[src/rtl/v1_parameter.sv]
// v1_parameter: shared widths for the v1 acquisition chain.
package v1_parameter;
    localparam int SIZE_ADC_DATA = 12;
endpackage

[src/rtl/v1_pulse_gen.sv]
// v1_pulse_gen: synthetic ADC pulse source -- linear rise, exponential decay, then a dead time.
module v1_pulse_gen #(
    parameter int SIZE_ADC_DATA  = v1_parameter::SIZE_ADC_DATA,
    parameter int RISE_SHIFT     = 2,
    parameter int DECAY_SHIFT    = 7,
    parameter int DECAY_CYCLES   = 512,
    parameter int HOLDOFF_CYCLES = 16
) (
    input  logic                     clk,
    input  logic                     reset,
    input  logic                     start,
    input  logic [SIZE_ADC_DATA-1:0] amplitude,
    input  logic [SIZE_ADC_DATA-1:0] baseline,
    output logic [SIZE_ADC_DATA-1:0] output_data,
    output logic                     busy,
    output logic                     done,
    output logic [7:0]               missed
);
    localparam int AW = SIZE_ADC_DATA + 8;
    localparam int RW = RISE_SHIFT + 1;
    localparam int DW = $clog2(DECAY_CYCLES) + 1;
    localparam int HW = $clog2(HOLDOFF_CYCLES) + 1;
    localparam logic [RW-1:0] RISE_LAST = RW'((1 << RISE_SHIFT) - 1);
    localparam logic [DW-1:0] DEC_LAST  = DW'(DECAY_CYCLES - 1);
    localparam logic [HW-1:0] HOLD_LAST = HW'(HOLDOFF_CYCLES - 1);

    typedef enum logic [1:0] {IDLE, RISE, DECAY, HOLDOFF} state_t;

    state_t                   state;
    logic [SIZE_ADC_DATA-1:0] amp_r;
    logic [AW-1:0]            acc;
    logic [AW-1:0]            step;
    logic [AW-1:0]            decayed;
    logic [RW-1:0]            rise_cnt;
    logic [DW-1:0]            dcnt;
    logic [HW-1:0]            hcnt;
    logic [SIZE_ADC_DATA:0]   sum;
    logic                     dec_exit;

    // acc carries 8 fractional bits; only its integer part reaches the output
    always_comb begin
        step     = {amp_r, 8'd0} >> RISE_SHIFT;
        decayed  = acc - (acc >> DECAY_SHIFT);
        sum      = {1'b0, baseline} + {1'b0, acc[AW-1:8]};
        dec_exit = (dcnt == DEC_LAST) || (acc[AW-1:8] == '0);
    end

    always_ff @(posedge clk or negedge reset) begin
        if (!reset) begin
            state       <= IDLE;
            amp_r       <= '0;
            acc         <= '0;
            rise_cnt    <= '0;
            dcnt        <= '0;
            hcnt        <= '0;
            output_data <= '0;
            busy        <= 1'b0;
            done        <= 1'b0;
            missed      <= '0;
        end else begin
            done        <= 1'b0;
            output_data <= sum[SIZE_ADC_DATA] ? '1 : sum[SIZE_ADC_DATA-1:0];
            if (start && state != IDLE && missed != 8'hFF)
                missed <= missed + 8'd1;
            case (state)
                IDLE: if (start) begin
                    amp_r    <= amplitude;
                    acc      <= '0;
                    rise_cnt <= '0;
                    busy     <= 1'b1;
                    state    <= RISE;
                end
                RISE: begin
                    rise_cnt <= rise_cnt + RW'(1);
                    // last rise step lands exactly on the peak, discarding truncation error
                    if (rise_cnt == RISE_LAST) begin
                        acc   <= {amp_r, 8'd0};
                        dcnt  <= '0;
                        state <= DECAY;
                    end else begin
                        acc <= acc + step;
                    end
                end
                DECAY: if (dec_exit) begin
                    acc   <= '0;
                    hcnt  <= '0;
                    done  <= 1'b1;
                    state <= HOLDOFF;
                end else begin
                    acc  <= decayed;
                    dcnt <= dcnt + DW'(1);
                end
                HOLDOFF: if (hcnt == HOLD_LAST) begin
                    busy  <= 1'b0;
                    state <= IDLE;
                end else begin
                    hcnt <= hcnt + HW'(1);
                end
                default: state <= IDLE;
            endcase
        end
    end
endmodule

[config.mk]
export PLATFORM = sky130hd
export DESIGN_NAME = v1_pulse_gen
export DESIGN_NICKNAME = d
export VERILOG_FILES = /design/src/rtl/v1_parameter.sv /design/src/rtl/v1_pulse_gen.sv
export SDC_FILE = /design/constraint.sdc
export NUM_CORES = 1
export LEC_CHECK = 0
export CORE_MARGIN = 5
export CORE_UTILIZATION = 55
export CTS_CLUSTER_DIAMETER = 120
export CTS_CLUSTER_SIZE = 20
export DETAILED_ROUTE_END_ITERATION = 10
export DONT_BUFFER_PORTS = 1
export MAX_ROUTING_LAYER = met4
export PLACE_DENSITY = 0.69
export SETUP_SLACK_MARGIN = 0.5
export SLEW_MARGIN = 10
export SYNTH_ARGS = -nofsm -noshare
export SYNTH_HDL_FRONTEND = slang
export SYNTH_SLANG_ARGS = --single-unit
[constraint.sdc]
create_clock -name clk -period 3.3 [get_ports clk]
set_input_delay 0.66 -clock clk [delete_from_list [all_inputs] [get_ports clk]]
set_output_delay 0.66 -clock clk [all_outputs]
set_load 0.02 [all_outputs]
**Word-level counts from Yosys, hierarchy flattened**

Index checks and enable logic that the tools add are counted.
W data, S select, Z words.

- Bits in registers: 74
- Bits of input ports: 27
- Output and inout port bits: 22
- Logic and storage cells: 71

- Add/sub/neg operators: 7
- Eq/ne operators: 13
- Mux-type cells: 23
- Reductions and logical operators: 18

Operators by type and width:

| kind | number |
|---|---|
| $mux W20 | 3 |
| $pmux W20 S3 | 1 |
| $add A20 B18 Y20 | 1 |
| $mux W10 | 2 |
| $pmux W10 S2 | 1 |
| $sub A20 B13 Y20 | 1 |
| $add A12 B12 Y13 | 1 |
| $logic_not A12 Y1 | 1 |
| $mux W12 | 1 |
| $ne A2 B2 Y1 const B | 6 |
| $add A10 B1 Y10 const B | 1 |
| $eq A10 B9 Y1 const B | 1 |
| $mux W5 | 2 |
| $pmux W5 S2 | 1 |
| $reduce_bool A2 Y1 | 5 |
| $reduce_and A3 Y1 | 3 |
| $add A8 B1 Y8 const B | 1 |
| $mux W2 | 4 |
| $ne A8 B8 Y1 const B | 1 |
| $pmux W2 S4 | 1 |
| $pmux W3 S2 | 1 |
| $reduce_and A2 Y1 | 3 |
| $add A5 B1 Y5 const B | 1 |
| $eq A5 B4 Y1 const B | 1 |
| 12 further kinds | 17 |

**Longest topological paths before layout**

- Depth in word-level cells: 4
- Gate-level depth with buffers: 10

**Worst setup path after synthesis**

No wires, ideal clock.

- Path type: input -> register
- From: input baseline[0]
- To: register output_data[11]
- Setup time: 0.124 ns
- Arrival time: 2.374 ns
- Required time: 3.176 ns
- Slack: 0.802 ns
- Stages: 9
- Path buffers: 0
- Cells stage by stage: ha_1 > inv_1 > fa_1 > nor2b_4 > o31a_1 > o31ai_4 > a31oi_1 > or3_1 > a211o_1

- Longest elaborated chain between the ends: 2

RTL lines:

| item | RTL line | text |
|---|---|---|
| start, declared | v1_pulse_gen.sv:13 | `input logic [SIZE_ADC_DATA-1:0] baseline,` |
| $add A12 B12 Y13 | v1_pulse_gen.sv:44 | `sum = {1'b0, baseline} + {1'b0, acc[AW-1:8]};` |
| $mux W12 | v1_pulse_gen.sv:62 | `output_data <= sum[SIZE_ADC_DATA] ? '1 : sum[SIZE_ADC_DATA-1:0];` |
| end signal, assigned | v1_pulse_gen.sv:62 |  |
| end, declared | v1_pulse_gen.sv:14 | `output logic [SIZE_ADC_DATA-1:0] output_data,` |

Every way passes these cells.
A chain may end at the register's enable or synchronous reset.

**Worst setup path in the final report**

- From: register acc[13]
- To: register acc[19]

- Longest elaborated chain between the ends: 4
- Elaborated cells between the ends (all ways): 7

RTL lines:

| item | RTL line | text |
|---|---|---|
| start, declared | v1_pulse_gen.sv:31 | `logic [AW-1:0] acc;` |
| start signal, assigned | v1_pulse_gen.sv:77 | `acc <= {amp_r, 8'd0};` |
| start signal, assigned | v1_pulse_gen.sv:81 | `acc <= acc + step;` |
| start signal, assigned | v1_pulse_gen.sv:90 | `acc <= decayed;` |
| parallel branches: the longest is 3 deep, another holds $sub A20 B13 Y20 | -- |  |
| $pmux W20 S3 (*) | v1_pulse_gen.sv:65 | `case (state)` |

Mark *: on every way between the ends.

==> flow_summary_export.csv <==
group,metric,value,unit
routing,ant_nets,0,
floorplan,rows,36,
yosys,async_flop_share,100,%
global_route,grt_pass1_vias,4368,
sta,worst_slew_pin_slew,0.592,ns
worst_setup_path,path_buf_inv,1,
clocking,cts_root_buffer,"clkbuf_8",
clocking,cts-htree-levels,3,
power,ir_worst_vdd,0.000523,V
routing,drt-total-wl,12400,µm
worst_setup_path,worstPathArrival,2.81,ns
yosys,synth_mux_area_share,3.97,%
global_route,grt_pass1_wl,21500,µm
clocking,cts_tree,"built",
worst_setup_path,endpoint_kind,"flop",
sta,rsz0062_at_grt,"no",
sta,finalMaxSlewViolations,0,
routing,vias_per_cell,6.14,
global_route,track_usage,23.5,%
worst_setup_path,crit_fanout,9,
clocking,insertion_delay,0.35,ns
yosys,synth-simple-area-share,19.2,%
global_route,grt_max_degree,75,
finish,multiInputGateArea,0.00329,mm²
power,p_sw,2.63,mW
floorplan,io_pins,49,
finish,fillers,860,
worst_setup_path,crit_family,"compound AO/OA/AOI/OAI gates",
floorplan,die_w,108,µm
global_route,grt_use_met3,2.99,%
clocking,cts.clk_slew.worst_paths,0.08,ns
finish,post-route-util,59.4,%
global_route,grt-ovfl-total,0,
placement,dp.final_hpwl,9450,µm
run,drv_cap,0,
outcome,outcome,"finished clean",
worst_setup_path,reg2regPathDepth,7,
finish,drive_above_1_share,9.56,%
floorplan,die_h,108,µm
clocking,clk_path_buf_depth,2,
worst_setup_path,critPathMaxStageDelay,0.55,ns
yosys,yosys.area_share.adder,12.4,%
sta,setup_slack,0.731,ns
worst_setup_path,crit_chain,"inv_1 -> ha_1 -> a21oi_1 -> o21ai_0 -> a211oi_4 -> a41oi_1 -> a211o_1",
yosys,syn_inst,581,
worst_setup_path,cp.required,3.54,ns
worst_setup_path,critPathKind,"reg2reg",
yosys,synth_compound_gate_area_share,19.9,%
clocking,clkSinkCount,74,
floorplan,core,0.00959,mm²
power,power,5.59,mW
routing,route.detailed.drc,0,
finish,finish.instance_area,0.00570,mm²
sta,fmaxAchievable,0.389,GHz
finish,antenna_cells,0,
yosys,synth_nets,659,
yosys,synth_edf_count,0,
power,pwr-share-clk,14.2,%
sta,slew_headroom,60.1,%
finish,fin_nets,659,
yosys,syn_avg_cell_area,9.18,µm²
yosys,synth_area,0.00533,mm²
finish,final_common_cell,"dfrtp_1",
routing,drt_first_pass_iters,5,
power,seqPwrFrac,30.8,%
clocking,cts_buffers,9,
routing,dr.first_iter.drc_count,237,
routing,num_vias,4416,
global_route,use_met1,29.1,%
sta,hold_violations,0,
global_route,busiest_layer,"met2",
clocking,post-cts-setup-buffers,0,
global_route,met2_usage,38.6,%
sta,period_share,77.9,%
sta,fin_skew,0.0100,ns
yosys,synth-xor-area-share,6.24,%
routing,post_drt_wl_per_cell,17.3,µm
power,swShare,47.1,%
finish,ff_latch_area,0.00185,mm²
finish,final_cell_mix,"dfrtp_1, nand2_1, ha_1, nor2_1, inv_1",
yosys,synth.ff_latch_count,74,
worst_setup_path,start_kind,"flop",
yosys,synth_top_family_by_area,"compound AO/OA/AOI/OAI gates",
yosys,ys_types,78,
power,power.internal,2.96,mW
power,combinationalPowerShare,55.0,%
yosys,ys.flop_type,"dfrtp_1",
power,p_leak,2.57,nW
worst_setup_path,cp.depth,7,
yosys,synth_warnings,0,
floorplan,die_area,0.0118,mm²
worst_hold_path,hold_path.class,"in2async",
placement,dp_slack,0.675,ns
global_route,antenna_found_initial,0,
floorplan,initial_utilization,55.6,%
worst_setup_path,regToRegSetupSlack,0.73,ns
placement,gp_congestion,0.935,
sta,setup_viol,0,
placement,place_area,0.00546,mm²
power,power.density,981,mW/mm²
finish,syn_to_final_growth,6.92,%
sta,fin_setup_tns,0,ns
yosys,ys_seq_area_share,34.7,%
worst_setup_path,critPathSlowestCell,"dfrtp_1",
placement,io_buffers,0,
sta,fin_crit,2.57,ns
## per-stage QoR
step / hold WS [ns] / cells
after floorplan: 0.364 / 581
after global placement: 0.366 / 702
after detailed placement: 0.366 / 702
after CTS: 0.196 / 719
after global routing: 0.208 / 719
final: 0.182 / 719
## cells in the mapped netlist, types with 5 or more instances
cell type / n / area, µm²
mux2_2: 17 / 191
nor2b_1: 8 / 50.1
a31oi_1: 6 / 37.5
or3_1: 6 / 37.5
inv_1: 35 / 131
o21a_1: 6 / 45.0
and3_1: 8 / 50.1
xor2_1: 20 / 175
a21o_1: 6 / 45.0
nand2_1: 58 / 218
nand4_1: 15 / 93.8
o21ai_1: 7 / 35.0
ha_1: 48 / 601
dfrtp_1: 74 / 1850
clkbuf_1: 8 / 30.0
o211ai_1: 5 / 37.5
o21ai_0: 32 / 160
xnor2_1: 18 / 158
nor2_1: 42 / 158
nand2b_1: 11 / 68.8
a21oi_1: 33 / 165
nor3_1: 16 / 80.1
nand3_1: 13 / 65.1
## state kept, by name, indices dropped and copies added (netlist names)
signal       count
hcnt             5
busy             1
done             1
state            2
amp_r           12
rise_cnt         3
missed           8
dcnt            10
acc             20
output_data     12
## routing by layer
metal / vias up / share of wire [%]
met5: - / 0
met4: 0 / 2.7
met3: 29 / 5.0
met2: 127 / 50
met1: 2144 / 42
li1: 2116 / -
## worst register-to-register path: cells and delay by family (launching register included)
family | cells | cell delay [ns]
flops | 1 | 0.55
fa+ha+maj | 1 | 0.36
buf+inv | 1 | 0.15
compound gates | 5 | 1.41
## final timing paths
kind / end / start
max in group asynchronous: dcnt[0]$_DFFE_PN0P_ / reset
min in group clk: amp_r[8]$_DFFE_PN0P_ / amplitude[8]
hold reg to reg: rise_cnt[2]$_DFFE_PN0P_ / rise_cnt[2]$_DFFE_PN0P_
hold / removal: amp_r[10]$_DFFE_PN0P_ / reset
setup / recovery: acc[19]$_DFFE_PN0P_ / acc[13]$_DFFE_PN0P_
setup reg to reg: acc[19]$_DFFE_PN0P_ / acc[13]$_DFFE_PN0P_
## cell families after synthesis
| group | count (synthesis) |
|---|---|
| xor gates and xnor gates | 38 |
| AOI/OAI and AO/OA | 151 |
| DFF | 74 |
| buffers and inverters | 49 |
| muxes | 19 |
| adders and majority gates | 51 |
| and+or+nand+nor | 199 |
## timing repair
item,CTS,global route
hold buffers,1,0
resized for setup,0,1
hold endpoints to repair,74,0
setup endpoints to repair,0,1
## final cells by class
class / instances / area share, %
multi-input combinational: 458 / 57.7
sequential: 74 / 32.5
tap: 133 / 2.92
clock buffer: 11 / 2.48
inverter: 35 / 2.30
clock inverter: 5 / 1.36
timing repair buffer: 3 / 0.746
## power by group through the flow
stage | Combinational (mW) | Clock, mW | Sequential [mW]
after floorplan | 2.44 | 0 | 1.63
after global placement | 2.92 | 0 | 1.73
after detailed placement | 3.01 | 0 | 1.75
after CTS | 3.05 | 0.811 | 1.73
after global routing | 3.44 | 0.852 | 1.77
final | 3.07 | 0.795 | 1.72
(Power assumes the default switching activity.)
